## config.mk

```make
export PLATFORM = sky130hd
export DESIGN_NAME = edge_sampled_reg_flat
export DESIGN_NICKNAME = d
export VERILOG_FILES = /design/src/rtl/edge_reg_pkg.sv /design/src/rtl/edge_sampled_reg_if.sv /design/src/rtl/edge_sync_shift.sv /design/src/rtl/edge_sampled_reg.sv /design/src/flat_wrapper.sv
export SDC_FILE = /design/constraint.sdc
export NUM_CORES = 1
export LEC_CHECK = 0
export CORE_MARGIN = 2
export CORE_UTILIZATION = 40
export DETAILED_ROUTE_END_ITERATION = 10
export GPL_ROUTABILITY_DRIVEN = 0
export GPL_TIMING_DRIVEN = 1
export PLACE_DENSITY_LB_ADDON = 0.3
export SYNTH_ARGS = -nofsm -noshare
export SYNTH_HDL_FRONTEND = slang
export SYNTH_SLANG_ARGS = --single-unit
```

## constraint.sdc

```tcl
create_clock -name MasterClock -period 3.6 [get_ports MasterClock]
set_clock_uncertainty 0.15 [all_clocks]
set_input_delay 0.72 -clock MasterClock [delete_from_list [all_inputs] [get_ports MasterClock]]
set_output_delay 0.72 -clock MasterClock [all_outputs]
set_load 0.1 [all_outputs]
```

## src/rtl/edge_reg_pkg.sv

```systemverilog
// Shared types and helpers for the edge-sampled register family.
package edge_reg_pkg;

  typedef enum logic [1:0] {
    EDGE_RISE,
    EDGE_FALL,
    EDGE_BOTH
  } edge_mode_t;

  typedef enum logic {
    FILL,
    RUN
  } fill_state_t;

  // Pipeline index holding the d/en sample that pairs with a detected edge.
  function automatic int unsigned tap_index(input int unsigned stages,
                                            input int unsigned data_tap);
    return stages - 1 + data_tap;
  endfunction

endpackage

```

## src/rtl/edge_sampled_reg_if.sv

```systemverilog
// Data/control bundle of an edge-sampled register: emulated clock, data in, registered outputs.
interface edge_sampled_reg_if #(
  parameter int unsigned WIDTH = 8
) ();

  logic             clk;
  logic [WIDTH-1:0] d;
  logic             en;
  logic [WIDTH-1:0] q;
  logic [WIDTH-1:0] qL;
  logic             strobe;
  logic             armed;

  modport master (
    output clk, d, en,
    input  q, qL, strobe, armed
  );

  modport slave (
    input  clk, d, en,
    output q, qL, strobe, armed
  );

endinterface

```

## src/rtl/edge_sync_shift.sv

```systemverilog
// Synchroniser/history shift register for a clock sampled as data; flags rise and fall
// once the new level has reached the last-but-one stage.
module edge_sync_shift #(
  parameter int unsigned STAGES = 2
) (
  input  logic clk,
  input  logic rst_n,
  input  logic din,
  output logic rise_c,
  output logic fall_c
);

  logic [STAGES:0] h_q;
  logic [STAGES:0] h_d;

  always_comb begin
    h_d = {h_q[STAGES-1:0], din};
  end

  always_ff @(posedge clk or negedge rst_n) begin
    if (!rst_n) begin
      h_q <= '0;
    end else begin
      h_q <= h_d;
    end
  end

  assign rise_c = h_q[STAGES-1] & ~h_q[STAGES];
  assign fall_c = ~h_q[STAGES-1] & h_q[STAGES];

endmodule

```

## src/rtl/edge_sampled_reg.sv

```systemverilog
// WIDTH-bit register in the MasterClock domain that loads d on selected edges of an
// emulated clock, with d/en delayed to line up with the synchronised edge.
module edge_sampled_reg
  import edge_reg_pkg::*;
#(
  parameter int unsigned      WIDTH       = 8,
  parameter logic [WIDTH-1:0] RESET_VALUE = '0,
  parameter edge_mode_t       EDGE_MODE   = EDGE_RISE,
  parameter int unsigned      SYNC_STAGES = 2,
  parameter int unsigned      DATA_TAP    = 1
) (
  input  logic                MasterClock,
  input  logic                rL,
  edge_sampled_reg_if.slave   bus
);

  localparam int unsigned TAP   = tap_index(SYNC_STAGES, DATA_TAP);
  localparam int unsigned CNT_W = $clog2(SYNC_STAGES + 2);

  localparam logic [0:0] ST_FILL = 1'(FILL);
  localparam logic [0:0] ST_RUN  = 1'(RUN);

  // Stages beyond the tap are never observed, so the pipelines stop there.
  logic [TAP:0][WIDTH-1:0] dp_q, dp_d;
  logic [TAP:0]            ep_q, ep_d;

  logic [0:0]       state_q, state_d;
  logic [CNT_W-1:0] cnt_q, cnt_d;
  logic             armed_q, armed_d;
  logic [WIDTH-1:0] q_q, q_d;
  logic [WIDTH-1:0] ql_q, ql_d;
  logic             strobe_q, strobe_d;

  logic rise_c;
  logic fall_c;
  logic fire_c;

  edge_sync_shift #(
    .STAGES (SYNC_STAGES)
  ) u_sync (
    .clk    (MasterClock),
    .rst_n  (rL),
    .din    (bus.clk),
    .rise_c (rise_c),
    .fall_c (fall_c)
  );

  always_comb begin
    case (EDGE_MODE)
      EDGE_FALL: fire_c = fall_c;
      EDGE_BOTH: fire_c = rise_c | fall_c;
      default:   fire_c = rise_c;
    endcase
  end

  // Next-state: pipelines, fill sequencing and the output load.
  always_comb begin
    dp_d     = {dp_q[TAP-1:0], bus.d};
    ep_d     = {ep_q[TAP-1:0], bus.en};
    state_d  = state_q;
    cnt_d    = cnt_q;
    armed_d  = armed_q;
    q_d      = q_q;
    strobe_d = 1'b0;

    case (state_q)
      ST_FILL: begin
        cnt_d = cnt_q + CNT_W'(1);
        if (cnt_q == CNT_W'(SYNC_STAGES)) begin
          state_d = ST_RUN;
          armed_d = 1'b1;
        end
      end
      ST_RUN: begin
        if (fire_c && ep_q[TAP]) begin
          q_d      = dp_q[TAP];
          strobe_d = 1'b1;
        end
      end
      default: begin
        state_d = ST_FILL;
      end
    endcase

    ql_d = ~q_d;
  end

  always_ff @(posedge MasterClock or negedge rL) begin
    if (!rL) begin
      dp_q     <= '0;
      ep_q     <= '0;
      state_q  <= ST_FILL;
      cnt_q    <= '0;
      armed_q  <= 1'b0;
      q_q      <= RESET_VALUE;
      ql_q     <= ~RESET_VALUE;
      strobe_q <= 1'b0;
    end else begin
      dp_q     <= dp_d;
      ep_q     <= ep_d;
      state_q  <= state_d;
      cnt_q    <= cnt_d;
      armed_q  <= armed_d;
      q_q      <= q_d;
      ql_q     <= ql_d;
      strobe_q <= strobe_d;
    end
  end

  assign bus.q      = q_q;
  assign bus.qL     = ql_q;
  assign bus.strobe = strobe_q;
  assign bus.armed  = armed_q;

endmodule
```

## src/flat_wrapper.sv

```systemverilog
// flat-port wrapper written by rule: the top's interface ports become plain ports
module edge_sampled_reg_flat import edge_reg_pkg::*;
#(
  parameter int unsigned      WIDTH       = 8,
  parameter logic [WIDTH-1:0] RESET_VALUE = '0,
  parameter edge_mode_t       EDGE_MODE   = EDGE_RISE,
  parameter int unsigned      SYNC_STAGES = 2,
  parameter int unsigned      DATA_TAP    = 1
)
  (MasterClock, rL, bus_clk, bus_d, bus_en, bus_q, bus_qL, bus_strobe, bus_armed);
  edge_sampled_reg_if #(.WIDTH(WIDTH)) bus_i ();
  input  logic MasterClock;
  input  logic rL;
  input wire logic [$bits(bus_i.clk)-1:0] bus_clk;
  input wire logic [$bits(bus_i.d)-1:0] bus_d;
  input wire logic [$bits(bus_i.en)-1:0] bus_en;
  output wire logic [$bits(bus_i.q)-1:0] bus_q;
  output wire logic [$bits(bus_i.qL)-1:0] bus_qL;
  output wire logic [$bits(bus_i.strobe)-1:0] bus_strobe;
  output wire logic [$bits(bus_i.armed)-1:0] bus_armed;
  assign bus_i.clk = bus_clk;
  assign bus_i.d = bus_d;
  assign bus_i.en = bus_en;
  assign bus_q = bus_i.q;
  assign bus_qL = bus_i.qL;
  assign bus_strobe = bus_i.strobe;
  assign bus_armed = bus_i.armed;
  edge_sampled_reg #(.WIDTH(WIDTH), .RESET_VALUE(RESET_VALUE), .EDGE_MODE(EDGE_MODE), .SYNC_STAGES(SYNC_STAGES), .DATA_TAP(DATA_TAP)) u_core (.MasterClock(MasterClock), .rL(rL), .bus(bus_i));
endmodule
```

* Word level (Yosys, flattened, before mapping)
Cells that the tools add are included.
** Word-level totals
- Register bits after elaboration :: 51
- Bits in latches :: 0
- Memory bits (writable) :: 0
- Memory bits (read-only) :: 0
- Input port bits :: 12
- Output and inout bits :: 18
- Logic and storage cells :: 25
- Memories :: 0
** Operators by class
- Add/sub/neg operators :: 1
- Multipliers :: 0
- Divide/modulo/power cells :: 0
- Magnitude comparators :: 0
- Equal/unequal tests :: 1
- Shift-type cells :: 0
- Multiplexer cells :: 6
- Bitwise operators :: 4
- Reduce and logical (&&, ||, !) cells :: 2
** Operator list (number)
- 2-to-1 mux 8 bit :: 2
- NOT 8 bit :: 1
- 2-to-1 mux 1 bit :: 4
- adder 2 x 1 -> 2 bit (second input constant) :: 1
- equality test 2 bit (second input constant) :: 1
- NOT 1 bit :: 2
- AND reduction 2 bit :: 1
- AND 1 bit :: 1
- logical AND 1 bit :: 1

* Depth between registers and ports, before layout
- Depth in word-level cells :: 6
- Mapped depth :: 3
- Mapped depth without buffers :: 3

* By module
Synthesis repeated with hierarchy kept, for this count alone.
** Unflattened totals
- Cell total of the unflattened synthesis :: 80
- Area, all modules :: 1559.0 sq um
** By module, submodules not included
- edge_sampled_reg :: times used 1, cells each 75, area an instance 1468.9 sq um, seq. area each 1211.2 sq um
- edge_sync_shift :: times used 1, cells each 5, area an instance 90.1 sq um, seq. area each 75.1 sq um

* Worst setup path after synthesis
Ideal clock, no wire load.
- Path type :: register to output
- From :: reg with a tool-made name
- To :: out bus_q[1]
- Arrival time :: 0.912 ns
- Required time :: 2.730 ns
- Setup slack :: 1.818 ns
- Stages on the path, launching flop included :: 1
- Buffers on the path :: 0
- Path through :: dfrtp_1
** RTL lines
- end: declaration :: line flat_wrapper.sv:17 : output wire logic [$bits(bus_i.q)-1:0] bus_q;

==> summary.md <==
| Metric | Value |
|---|---|
| Cell type of the slowest stage on the worst timing path | `sky130_fd_sc_hd__clkdlybuf4s50_1` |
| IR Drop Worst-Case VDD | `0.0002762 V` |
| Area of the die | `4390 sq um` |
| Critical-path maximum fanout | `3` |
| Clock net sink count | `51` |
| Level count of the clock H-tree | `2` |
| Synth Cell Area | `1550 sq um` |
| Utilization after layout | `53.66%` |
| Static power due to leakage | `0.9307 nW` |
| Average via count per standard cell | `4.352` |
| Setup slack of the critical path after layout | `0.9185 ns` |
| Setup-violating endpoint count in the final report | `0` |
| Row cnt | `22` |
| Overall die width | `66.26 microns` |
| Number of distinct standard cells referenced by the synthesized netlist | `14` |
| CP Launch Type | `register` |
| Warnings from Yosys | `0` |
| Core Area | `3689 sq um` |
| Worst slew margin | `31.11%` |
| Critical setup path kind | `register to output port` |
| Fraction of final layout cells sized beyond drive strength 1 | `31.58%` |
| Maximum buffer depth of the clock tree | `2` |
| Total negative slack for setup checks | `0 ns` |
| Register bit total from synthesis | `51` |
| Total wire length | `1826 microns` |
| Tightest Pin Transition | `1.033 ns` |
| Number of top-level design ports | `30` |
| Post-detailed-route count of antenna-violating nets | `0` |
| DRT iter0 DRCs | `32` |
| Number of antenna cells inserted | `0` |
| Clock slew at the register clock pins of the worst setup and hold paths | `0.08 ns` |
| Cell at the root of the clock tree | `sky130_fd_sc_hd__clkbuf_8` |
| Clk Latency, worst-skew pair | `0.29 ns` |
| Final global-route overflow total | `0` |
| Critical path's top delay family | `buffers and inverters` |
| Worst setup slack before clock tree synthesis | `1.236 ns` |
| Synth-to-layout area growth | `27.68%` |
| Drc violations | `0` |
| Syn_area_per_cell | `19.87 sq um` |
| Number of buffers created by CTS | `5` |
| Hold buffer count at CTS | `0` |
| Quantity of I/O buffers inserted on ports | `29` |
| Largest stage delay, worst path | `1.14 ns` |
| Register area share after synthesis | `82.97%` |
| Number of buffers added for setup after CTS | `0` |
| Wire length per cell after detailed routing | `11.27 microns` |
| Highest achievable clock rate | `0.3729 GHz` |
| Total iterations of the first detailed-routing run | `3` |
| Share of the cycle needed by the critical path after routing | `74.49%` |
| Hold crit path type | `register to register` |
| Global router's overall resource usage | `10.27%` |
| Dominant cell type by area after synthesis | `sky130_fd_sc_hd__dfrtp_1` |
| TritonCTS clock tree | `done` |
| Critical path capture point type | `output port` |
| Share of the synthesized area in the top cell type | `69.41%` |
| Setup repair after global routing missed its margin | `false` |
| Required time of the worst setup path | `2.73 ns` |
| Die height | `66.26 microns` |
| Pin count of the biggest net entering global routing | `52` |
| Wire length of the first global-routing pass | `3153 microns` |
| Data arrival time at the worst-slack endpoint | `1.81 ns` |
| Critical path, cell by cell | `clkdlybuf4s50_1` |
| Outcome | `completed` |
| Slew Viols, Final | `0` |
| Initial antenna violation count | `0` |
| Total of cells resized after clock tree synthesis | `0` |
| MaxCap Viol Count | `0` |
| Initial Util | `42.03%` |
| Power per cell area | `721.7 nW/um^2` |
| Nets | `126` |
| Final Hold Fails | `0` |
| Vias | `705` |
| Worst Path Buf+Inv | `1` |
| Top cells by area in the synthesized netlist | `sky130_fd_sc_hd__dfrtp_1 69%, sky130_fd_sc_hd__dfstp_2 14%, sky130_fd_sc_hd__mux2i_1 5.2%, sky130_fd_sc_hd__mux2_2 5.1%, sky130_fd_sc_hd__nand4b_4 1.5%` |
| Net count after synthesis | `91` |
| Post-layout minimum cycle time | `2.682 ns` |
| Via count of the first global-routing pass | `722` |
| Number of cells produced by synthesis | `78` |
-- cells in the mapped netlist (all sizes together) --
| library cell | number |
|---|---|
| dfrtp | 43 |
| dfstp | 8 |
| mux2 | 8 |
| mux2i | 8 |
| inv | 3 |
| a21o | 1 |
| buf | 1 |
| ha | 1 |
| nand2 | 1 |
| nand4b | 1 |
| o21ai | 1 |
| or2 | 1 |
| xnor2 | 1 |
-- cells in the final DEF, fill, tap and decap left out, drive strengths merged --
cell,instances
clkbuf,6
dfstp,8
clkdlybuf4s50,19
nand2,1
buf,10
nand4b,1
a21o,1
dfrtp,43
o21ai,1
ha,1
bufinv,1
inv,3
mux2,8
mux2i,8
or2,1
clkinv,1
xnor2,1
-- where the power goes --
part	leakage [nW]	internal, W	switching, W
Combinational	0.293	0.0000818	0.000297
Sequential	0.577	0.000636	0.0000227
Clock	0.0612	0.000225	0.000167
-- metrics by stage --
stage | instances | hold WS (ns) | cell area, sq um | power (W)
2_1_floorplan | 78 | 0.1812 | 1550 | 0.0009626
3_3_place_gp | 154 | 0.1821 | 1862 | 0.001046
3_5_place_dp | 154 | 0.1847 | 1862 | 0.001054
4_1_cts | 162 | 0.2035 | 1979 | 0.001449
5_1_grt | 162 | 0.2118 | 1979 | 0.001485
6_report | 162 | 0.2015 | 1979 | 0.001429
-- layout make-up --
cell class                      count  area, sq um
Multi-Input combinational cell     23        241.5
Tap cell                           48        60.06
Inverter                            3        11.26
Timing Repair Buffer               29        262.8
Fill cell                         321         1709
Clock buffer                        6        82.58
Sequential cell                    51         1286
Clock inverter                      2        35.03
-- kinds of logic (layout without fill, tap and decap cells) --
kind of cell / count (synthesis) / after routing / share of synthesized area (%)
and+or+nand+nor: 3 / 3 / 2.179
buffers and inverters: 4 / 40 / 1.453
adders and majority gates: 1 / 1 / 0.8070
DFF: 51 / 51 / 82.97
AOI/OAI and AO/OA: 2 / 2 / 0.8070
muxes: 16 / 16 / 11.22
xor gates and xnor gates: 1 / 1 / 0.5651
-- worst paths after layout --
kind / startpoint / depth (start not counted) / endpoint / slack [ns]
worst max-delay path: register / 1 / bus_q[4] / 0.92
worst min-delay path: u_core.dp_d[19] / 0 / u_core.dp_q[19] / 0.20
worst max register to register: u_core.state_q / 2 / register / 2.11
worst min register to register: u_core.dp_d[19] / 0 / u_core.dp_q[19] / 0.20
max in group asynchronous: rL / 1 / u_core.ep_q[0] / 2.21
min in group asynchronous: rL / 1 / async pin / 0.45
-- metal layers --
metal / vias to the layer above / track usage (%) / wire [microns]
met5: - / 0 / 0
met4: 0 / 5.357 / 35
met3: 4 / 5.451 / 133
met2: 20 / 17.38 / 952
met1: 355 / 10.06 / 704
li1: 326 / - / -
Note: power is estimated with default switching activity, not from simulation.
